===== src/rtl/lsu_pkg.sv =====
// Shared encodings for the load/store unit: access sizes, FSM states, lane constants.
// LSU_MISALIGN_EN adds the ERR state used for misaligned-access responses.
package lsu_pkg;

    localparam logic [1:0] SZ_BYTE = 2'b00;
    localparam logic [1:0] SZ_HALF = 2'b01;
    localparam logic [1:0] SZ_WORD = 2'b10;

    localparam logic [31:0] BYTE_MASK = 32'h0000_00FF;
    localparam logic [31:0] HALF_MASK = 32'h0000_FFFF;

    typedef enum logic [2:0] {
        StIdle,
        StRd,
        StMerge,
`ifdef LSU_MISALIGN_EN
        StWr,
        StErr
`else
        StWr
`endif
    } lsu_state_e;

    // Size 2'b11 is treated as a word access.
    function automatic logic is_word(input logic [1:0] size);
        return size[1];
    endfunction

endpackage


===== src/rtl/lsu_lane_align.sv =====
// Combinational lane logic: load extract/extend and sub-word store merge.
// Little-endian lanes; half accesses use offset bit 1 only.
module lsu_lane_align
    import lsu_pkg::*;
(
    input  logic [31:0] rd_word_i,
    input  logic [31:0] old_word_i,
    input  logic [31:0] wdata_i,
    input  logic [1:0]  offset_i,
    input  logic [1:0]  size_i,
    input  logic        unsigned_i,
    output logic [31:0] rdata_o,
    output logic [31:0] merged_o
);

    logic [4:0]  byte_shamt;
    logic [4:0]  half_shamt;
    logic [31:0] byte_lane;
    logic [31:0] half_lane;
    logic [4:0]  merge_shamt;
    logic [31:0] merge_mask;

    assign byte_shamt = {offset_i, 3'b000};
    assign half_shamt = {offset_i[1], 4'b0000};
    assign byte_lane  = rd_word_i >> byte_shamt;
    assign half_lane  = rd_word_i >> half_shamt;

    always_comb begin
        rdata_o = rd_word_i;
        if (!is_word(size_i)) begin
            if (size_i == SZ_HALF) begin
                rdata_o = {{16{~unsigned_i & half_lane[15]}}, half_lane[15:0]};
            end else begin
                rdata_o = {{24{~unsigned_i & byte_lane[7]}}, byte_lane[7:0]};
            end
        end
    end

    always_comb begin
        merge_shamt = byte_shamt;
        merge_mask  = BYTE_MASK << byte_shamt;
        if (size_i == SZ_HALF) begin
            merge_shamt = half_shamt;
            merge_mask  = HALF_MASK << half_shamt;
        end
        merged_o = (old_word_i & ~merge_mask) | ((wdata_i << merge_shamt) & merge_mask);
        if (is_word(size_i)) begin
            merged_o = wdata_i;
        end
    end

endmodule


===== src/rtl/load_store_unit.sv =====
// MEM-stage load/store unit in front of a word-addressed memory without byte enables.
// Define LSU_MISALIGN_EN to reject misaligned half/word accesses with rsp_err.
module load_store_unit
    import lsu_pkg::*;
#(
    parameter int unsigned ADDR_W = 5,
    parameter int unsigned DATA_W = 32
) (
    input  logic              clk,
    input  logic              rst,
    input  logic              req_valid_i,
    output logic              req_ready_o,
    input  logic              req_we_i,
    input  logic [1:0]        req_size_i,
    input  logic              req_unsigned_i,
    input  logic [31:0]       req_addr_i,
    input  logic [DATA_W-1:0] req_wdata_i,
    output logic              rsp_valid_o,
    output logic [DATA_W-1:0] rsp_rdata_o,
    output logic              rsp_err_o,
    output logic              mem_read_o,
    output logic              mem_write_o,
    output logic [31:0]       mem_read_address_o,
    output logic [31:0]       mem_write_address_o,
    output logic [DATA_W-1:0] mem_write_data_o,
    input  logic [DATA_W-1:0] mem_read_data_i
);

    lsu_state_e        state_q, state_d;
    logic              we_q, we_d;
    logic [1:0]        size_q, size_d;
    logic              unsigned_q, unsigned_d;
    logic [ADDR_W-1:0] idx_q, idx_d;
    logic [1:0]        offset_q, offset_d;
    logic [DATA_W-1:0] wdata_q, wdata_d;
    logic [DATA_W-1:0] word_q, word_d;
    logic              rsp_valid_q, rsp_valid_d;
    logic [DATA_W-1:0] rsp_rdata_q, rsp_rdata_d;

    logic [DATA_W-1:0] load_data;
    logic [DATA_W-1:0] merged_word;
    logic [1:0]        req_offset;
    logic              req_misaligned;
    logic              unused_addr;

    assign unused_addr = ^req_addr_i[31:ADDR_W+2];

    // Misalignment check, and the offset actually latched for the access.
    always_comb begin
        req_misaligned = 1'b0;
        req_offset     = req_addr_i[1:0];
        if (is_word(req_size_i)) begin
            req_misaligned = (req_addr_i[1:0] != 2'b00);
            req_offset     = 2'b00;
        end else if (req_size_i == SZ_HALF) begin
            req_misaligned = req_addr_i[0];
            req_offset     = {req_addr_i[1], 1'b0};
        end
    end

    lsu_lane_align u_lane_align (
        .rd_word_i  (mem_read_data_i),
        .old_word_i (word_q),
        .wdata_i    (wdata_q),
        .offset_i   (offset_q),
        .size_i     (size_q),
        .unsigned_i (unsigned_q),
        .rdata_o    (load_data),
        .merged_o   (merged_word)
    );

`ifdef LSU_MISALIGN_EN
    logic rsp_err_q, rsp_err_d;
`endif

    always_comb begin
        state_d     = state_q;
        we_d        = we_q;
        size_d      = size_q;
        unsigned_d  = unsigned_q;
        idx_d       = idx_q;
        offset_d    = offset_q;
        wdata_d     = wdata_q;
        word_d      = word_q;
        rsp_valid_d = 1'b0;
        rsp_rdata_d = '0;
`ifdef LSU_MISALIGN_EN
        rsp_err_d   = 1'b0;
`endif
        unique case (state_q)
            StIdle: begin
                if (req_valid_i) begin
                    we_d       = req_we_i;
                    size_d     = req_size_i;
                    unsigned_d = req_unsigned_i;
                    idx_d      = req_addr_i[ADDR_W+1:2];
                    offset_d   = req_offset;
                    wdata_d    = req_wdata_i;
                    if (req_we_i && is_word(req_size_i)) begin
                        word_d  = req_wdata_i;
                        state_d = StWr;
                    end else begin
                        state_d = StRd;
                    end
`ifdef LSU_MISALIGN_EN
                    if (req_misaligned) begin
                        state_d = StErr;
                    end
`endif
                end
            end
            StRd: begin
                if (we_q) begin
                    word_d  = mem_read_data_i;
                    state_d = StMerge;
                end else begin
                    rsp_valid_d = 1'b1;
                    rsp_rdata_d = load_data;
                    state_d     = StIdle;
                end
            end
            StMerge: begin
                word_d  = merged_word;
                state_d = StWr;
            end
            StWr: begin
                rsp_valid_d = 1'b1;
                state_d     = StIdle;
            end
`ifdef LSU_MISALIGN_EN
            StErr: begin
                rsp_valid_d = 1'b1;
                rsp_err_d   = 1'b1;
                state_d     = StIdle;
            end
`endif
            default: begin
                state_d = StIdle;
            end
        endcase
    end

    always_ff @(posedge clk or posedge rst) begin
        if (rst) begin
            state_q     <= StIdle;
            we_q        <= 1'b0;
            size_q      <= SZ_BYTE;
            unsigned_q  <= 1'b0;
            idx_q       <= '0;
            offset_q    <= 2'b00;
            wdata_q     <= '0;
            word_q      <= '0;
            rsp_valid_q <= 1'b0;
            rsp_rdata_q <= '0;
        end else begin
            state_q     <= state_d;
            we_q        <= we_d;
            size_q      <= size_d;
            unsigned_q  <= unsigned_d;
            idx_q       <= idx_d;
            offset_q    <= offset_d;
            wdata_q     <= wdata_d;
            word_q      <= word_d;
            rsp_valid_q <= rsp_valid_d;
            rsp_rdata_q <= rsp_rdata_d;
        end
    end

`ifdef LSU_MISALIGN_EN
    always_ff @(posedge clk or posedge rst) begin
        if (rst) begin
            rsp_err_q <= 1'b0;
        end else begin
            rsp_err_q <= rsp_err_d;
        end
    end
    assign rsp_err_o = rsp_err_q;
`else
    logic unused_misaligned;
    assign unused_misaligned = req_misaligned;
    assign rsp_err_o = 1'b0;
`endif

    assign req_ready_o         = (state_q == StIdle);
    assign mem_read_o          = (state_q == StRd);
    assign mem_write_o         = (state_q == StWr);
    assign mem_read_address_o  = {{(32 - ADDR_W){1'b0}}, idx_q};
    assign mem_write_address_o = {{(32 - ADDR_W){1'b0}}, idx_q};
    assign mem_write_data_o    = mem_write_o ? word_q : '0;
    assign rsp_valid_o         = rsp_valid_q;
    assign rsp_rdata_o         = rsp_rdata_q;

endmodule


===== config.mk =====
export PLATFORM = sky130hd
export DESIGN_NAME = load_store_unit
export DESIGN_NICKNAME = d
export VERILOG_FILES = /design/src/rtl/lsu_pkg.sv /design/src/rtl/lsu_lane_align.sv /design/src/rtl/load_store_unit.sv
export SDC_FILE = /design/constraint.sdc
export NUM_CORES = 1
export LEC_CHECK = 0
export ABC_AREA = 0
export BUFFER_PORTS_ARGS = -buffer_cell sky130_fd_sc_hd__buf_2
export CORE_ASPECT_RATIO = 1.2
export CORE_MARGIN = 2
export CORE_UTILIZATION = 40
export DETAILED_ROUTE_END_ITERATION = 8
export GPL_TIMING_DRIVEN = 0
export PLACE_DENSITY = 0.66
export SYNTH_ARGS = -nofsm -noshare
export SYNTH_HDL_FRONTEND = slang
export SYNTH_HIERARCHICAL = 1
export SYNTH_SLANG_ARGS = --single-unit

===== constraint.sdc =====
create_clock -name clk -period 4.28 [get_ports clk]
set_input_delay 1.07 -clock clk [delete_from_list [all_inputs] [get_ports clk]]
set_output_delay 1.07 -clock clk [all_outputs]
set_load 0.05 [all_outputs]

[Yosys cells after proc, flatten, opt, wreduce, memory -nomap -nowiden]
Cells that the tools add are included.
Storage, ports and cells
  flip-flop bits (word level): 111
  input bits: 103
  output and inout bits: 133
  logic and storage cells: 55
Operators by class
  eq/ne operators: 8
  shift operators: 5
  muxes and demuxes: 20
  bitwise logic cells: 7
  reductions and logical operators: 5
Operators by type and width (number)
  32-bit two-way mux: 10
  32-bit one-hot mux with 3 select lines: 1
  32-bit bitwise AND: 2
  32-bit NOT: 1
  32-bit OR: 1
  16-bit by 5-bit << shifter with 32-bit output (first input constant): 1
  32-bit by 5-bit << shifter with 32-bit output: 1
  8-bit by 5-bit << shifter with 32-bit output (first input constant): 1
  32-bit by 5-bit right shift with 16-bit output: 1
  32-bit by 5-bit right shift with 8-bit output: 1
  3-bit one-hot mux with 3 select lines: 1
  3-bit by 2-bit == test with 1-bit output (second input constant): 2
  2-bit two-way mux: 3
  2-bit by 1-bit == test with 1-bit output (second input constant): 2
  4-bit two-way mux: 1
  2-bit by 1-bit != test with 1-bit output (second input constant): 2
  4-bit AND reduction: 1
  3-bit by 1-bit == test with 1-bit output (second input constant): 1
  3-bit zero test: 1
  3-bit two-way mux: 1
  3-bit nonzero test: 1
  1-bit bitwise AND: 2
  1-bit two-way mux: 2
  2-bit != test (second input constant): 1
  4 further kinds: 4

[Depth between registers and ports, before layout]
  word-level depth: 7
  gate-level depth with buffers: 9
  mapped depth without buffers: 6

[Cells and area by module]
The synthesis kept the hierarchy.
Modules (own cells, without submodules)
  load_store_unit: instances 1, cells each 459, area each 5301.3 um^2
  lsu_lane_align: instances 1, cells each 230, area each 1450.1 um^2

[Worst setup path before layout]
OpenSTA, ideal clock, no wires.
  path kind: reg2out
  from: register state_q[0]
  to: output port mem_write_data_o[0]
  arrival: 1.633 ns
  required time: 3.210 ns
  path slack: 1.577 ns
  stages on the path, launching flop included: 4
  buffers on the path: 1
  cell sequence: dfrtp_1 > ha_1 > clkbuf_1 > and2_1
On the way
  cells in the longest elaborated chain, start to end: 2
RTL lines
  from (decl): line load_store_unit.sv:29  | lsu_state_e state_q, state_d;
  from (signal assigned): line load_store_unit.sv:145  | state_q <= StIdle;
  from (signal assigned): line load_store_unit.sv:156  | state_q <= state_d;
  3-bit by 2-bit == test with 1-bit output: line load_store_unit.sv:186  | assign mem_write_o = (state_q == StWr);
  named net mem_write_o: line load_store_unit.sv:22  | output logic mem_write_o,
  32-bit two-way mux: line load_store_unit.sv:189  | assign mem_write_data_o = mem_write_o ? word_q : '0;
  to (decl): line load_store_unit.sv:25  | output logic [DATA_W-1:0] mem_write_data_o,
The timed path passes the listed nets, and every way through them passes these cells.

[Worst setup path after layout]
  from: register state_q[1]
  to: output port mem_write_data_o[6]
On the way
  cells in the longest elaborated chain, start to end: 2
RTL lines (line)
  3-bit by 2-bit == test with 1-bit output: load_store_unit.sv:186
  32-bit two-way mux: load_store_unit.sv:189
No other way between the ends.

==> impl_metrics.yaml <==
drt:
  drc: 0
  wl_mm: 20.91
  via_per_inst: 5.222
  dr.pass1.iters: 5
  wl_per_cell_um: 18.49
  drtIter0Drc: 504
  num_vias: 5906
  ant_nets: 0
synthesis:
  yosys.area.top_type: "dfrtp_1"
  synth_common_cells: "110 x dfrtp_1, 79 x mux2_2, 64 x and2_1, 64 x buf_4, 58 x nor2_1"
  synth_area_um2: 6751
  yosysSeqAreaShare_pct: 40.77
  syn_avg_cell_area_um2: 9.799
  synth_edf_count: 0
  synthArstFlopShare_pct: 100.0
  synth_top_area_share_pct: 40.77
  synth_area_leaders: "dfrtp_1 41%, mux2_2 13%, buf_4 7.1%"
  yosysMostFrequentCell: "dfrtp_1"
  synth_cell_type_count: 45
  synth_ff_type: "dfrtp_1"
  ys_seq_elements: 110
  yosys_warnings: 6
  synthCells: 689
clock_tree:
  path_clk_slew_ns: 0.07
  cts_resized: 0
  cts_setup_buffers: 0
  tritoncts: "yes"
  worstSkewPairLatency_ns: 0.37
  hold_buffers: 0
  clock-sinks: 110
  cts_inserted_buffers: 9
  clockBufferDepth: 2
  htree_levels: 3
  root_buffer: "clkbuf_16"
sta:
  relSlewSlack_pct: 53.35
  rsz0062_at_grt: "no"
  period_share_pct: 76.91
  max_freq_mhz: 303.8
  worstMarginPinSlew_ns: 0.6951
  finalHoldViolations: 0
  finalSetupViolCount: 0
  clock_skew_ns: 0.007229
  drv_slew: 0
  min_period_ns: 3.292
  setup_slack_ns: 0.9882
  hold_ws_ns: 0.5115
worst_hold_path:
  hold_path_class: "register to register"
  hp-start: "size_q[1]"
  hold_depth: 1
global_route:
  grt_pass1_wl_mm: 31.55
  grt_start_max_net_pins: 65
  antenna_found_initial: 0
  grt-ovfl-total: 0
  grt_pass1_vias: 5570
  grt_usage_pct: 23.44
outcome:
  outcome: "complete, no violations"
worst_setup_path:
  critPathKind: "register to primary output"
  crit_start: "state_q[1]"
  crit_fanout: 10
  rr_worst_depth: 8
  arrival_ns: 2.22
  end_kind: "primary output"
  rr_startpoint: "offset_q[0]"
  startpoint_type: "register"
  required_ns: 3.21
placement:
  preCtsSetupSlack_ns: 1.330
  gp_congestion: 0.9509
  port_buffers: 155
  dp_hpwl_mm: 16.22
  dpl.cell_count: 1115
final_layout:
  areaGrowthSynthToFinish_pct: 23.37
  layout-drive-gt1-share_pct: 37.16
  fin_util_pct: 49.81
  n_antenna_cell: 0
  final_cells: 1131
  fillers: 1660
  nNetsFinal: 1019
run:
  maxCapViolCount: 0
floorplanning:
  die_x_um: 122.6
  die_h_um: 146.3
  io_pins: 236
  row_count: 52
  dieArea_um2: 17940
  core_um2: 16720
  start_util_pct: 40.38
power_and_ir_drop:
  ir_worst_vdd_v: 0.0004588
  p_per_area_nw_per_um2: 850.2
  power.total_mw: 7.081
  leakage_nw: 4.038
[through the flow]
step                setup TNS (ns)  area (um^2)
finish                           0         8329
global placement           -115.79         8000
global route                     0         8329
CTS                              0         8329
floorplan                        0         6954
detailed placement               0         8030
[final timing paths]
kind                            slack, ns             endpoint
worst max-delay path                 0.99  mem_write_data_o[6]
min in group asynchronous            0.77      rsp_rdata_o[17]
worst max register to register       1.84            word_q[7]
worst min register to register       0.51            size_q[1]
worst min-delay path                 0.51            size_q[1]
max in group asynchronous            2.78          wdata_q[19]
[area by class of cell]
class,count,area (um^2),share of cell area [%]
multi-input combinational,512,3460,41.54
sequential,110,2753,33.05
timing repair buffer,156,803.3,9.644
buffer,116,723.2,8.683
tap,216,270.3,3.245
clock buffer,9,225.2,2.704
clock inverter,7,73.82,0.8863
inverter,5,21.27,0.2554
[power breakdown]
| group | switching, mW | internal, mW | leakage [nW] | total [mW] |
|---|---|---|---|---|
| registers | 0.417 | 1.51 | 1.36 | 1.93 |
| clock network | 0.405 | 0.456 | 0.146 | 0.861 |
| logic | 2.63 | 1.66 | 2.53 | 4.29 |
| total | 3.45 | 3.63 | 4.04 | 7.08 |
[critical path, stage by stage, from the launching register on]
cell	delay (ns)
dfrtp_1	0.42
ha_1	0.44
clkbuf_1	0.47
and2_1	0.25
buf_2	0.28
[layout by cell type (no fill, tap or decap), drive strengths merged, types with 6 or more instances in the layout]
| cell type | instances |
|---|---|
| buf | 236 |
| dfrtp | 110 |
| mux2 | 83 |
| and2 | 64 |
| nor2 | 59 |
| conb | 55 |
| clkbuf | 45 |
| a21oi | 41 |
| a22oi | 40 |
| nand2 | 28 |
| o21ai | 27 |
| nand3 | 17 |
| a221o | 15 |
| nor2b | 11 |
| a22o | 9 |
| a211oi | 9 |
| o22ai | 8 |
| o211ai | 8 |
| a31oi | 8 |
| mux2i | 8 |
| ha | 6 |
[sequential cells by signal, indices dropped and copies added, names as in the netlist]
| signal | flops |
|---|---|
| word_q | 32 |
| state_q | 2 |
| wdata_q | 32 |
| rsp_rdata_o | 32 |
| size_q | 2 |
| we_q | 1 |
| offset_q | 2 |
| unsigned_q | 1 |
| idx_q | 5 |
| rsp_valid_o | 1 |
[routing by layer]
| layer | share of wire [%] | vias to the layer above | global-route usage (%) |
|---|---|---|---|
| met3 | 7.6 | 50 | 3.555 |
| li1 | - | 2771 | - |
| met5 | 0 | - | 0 |
| met4 | 4.2 | 0 | 11.78 |
| met1 | 40 | 2778 | 28.98 |
| met2 | 48 | 307 | 39.33 |
[logic make-up (layout without fill, tap and decap cells)]
group	count (synthesis)	in the layout	synth area share [%]
compound gates	169	169	17.11
other cells	1	55	0.05554
simple gates	190	190	14.42
flops	110	110	40.77
buf+inv	121	293	10.99
fa+ha+maj	6	6	1.112
mux	92	92	15.55
Power figures use the tool's default switching activity.
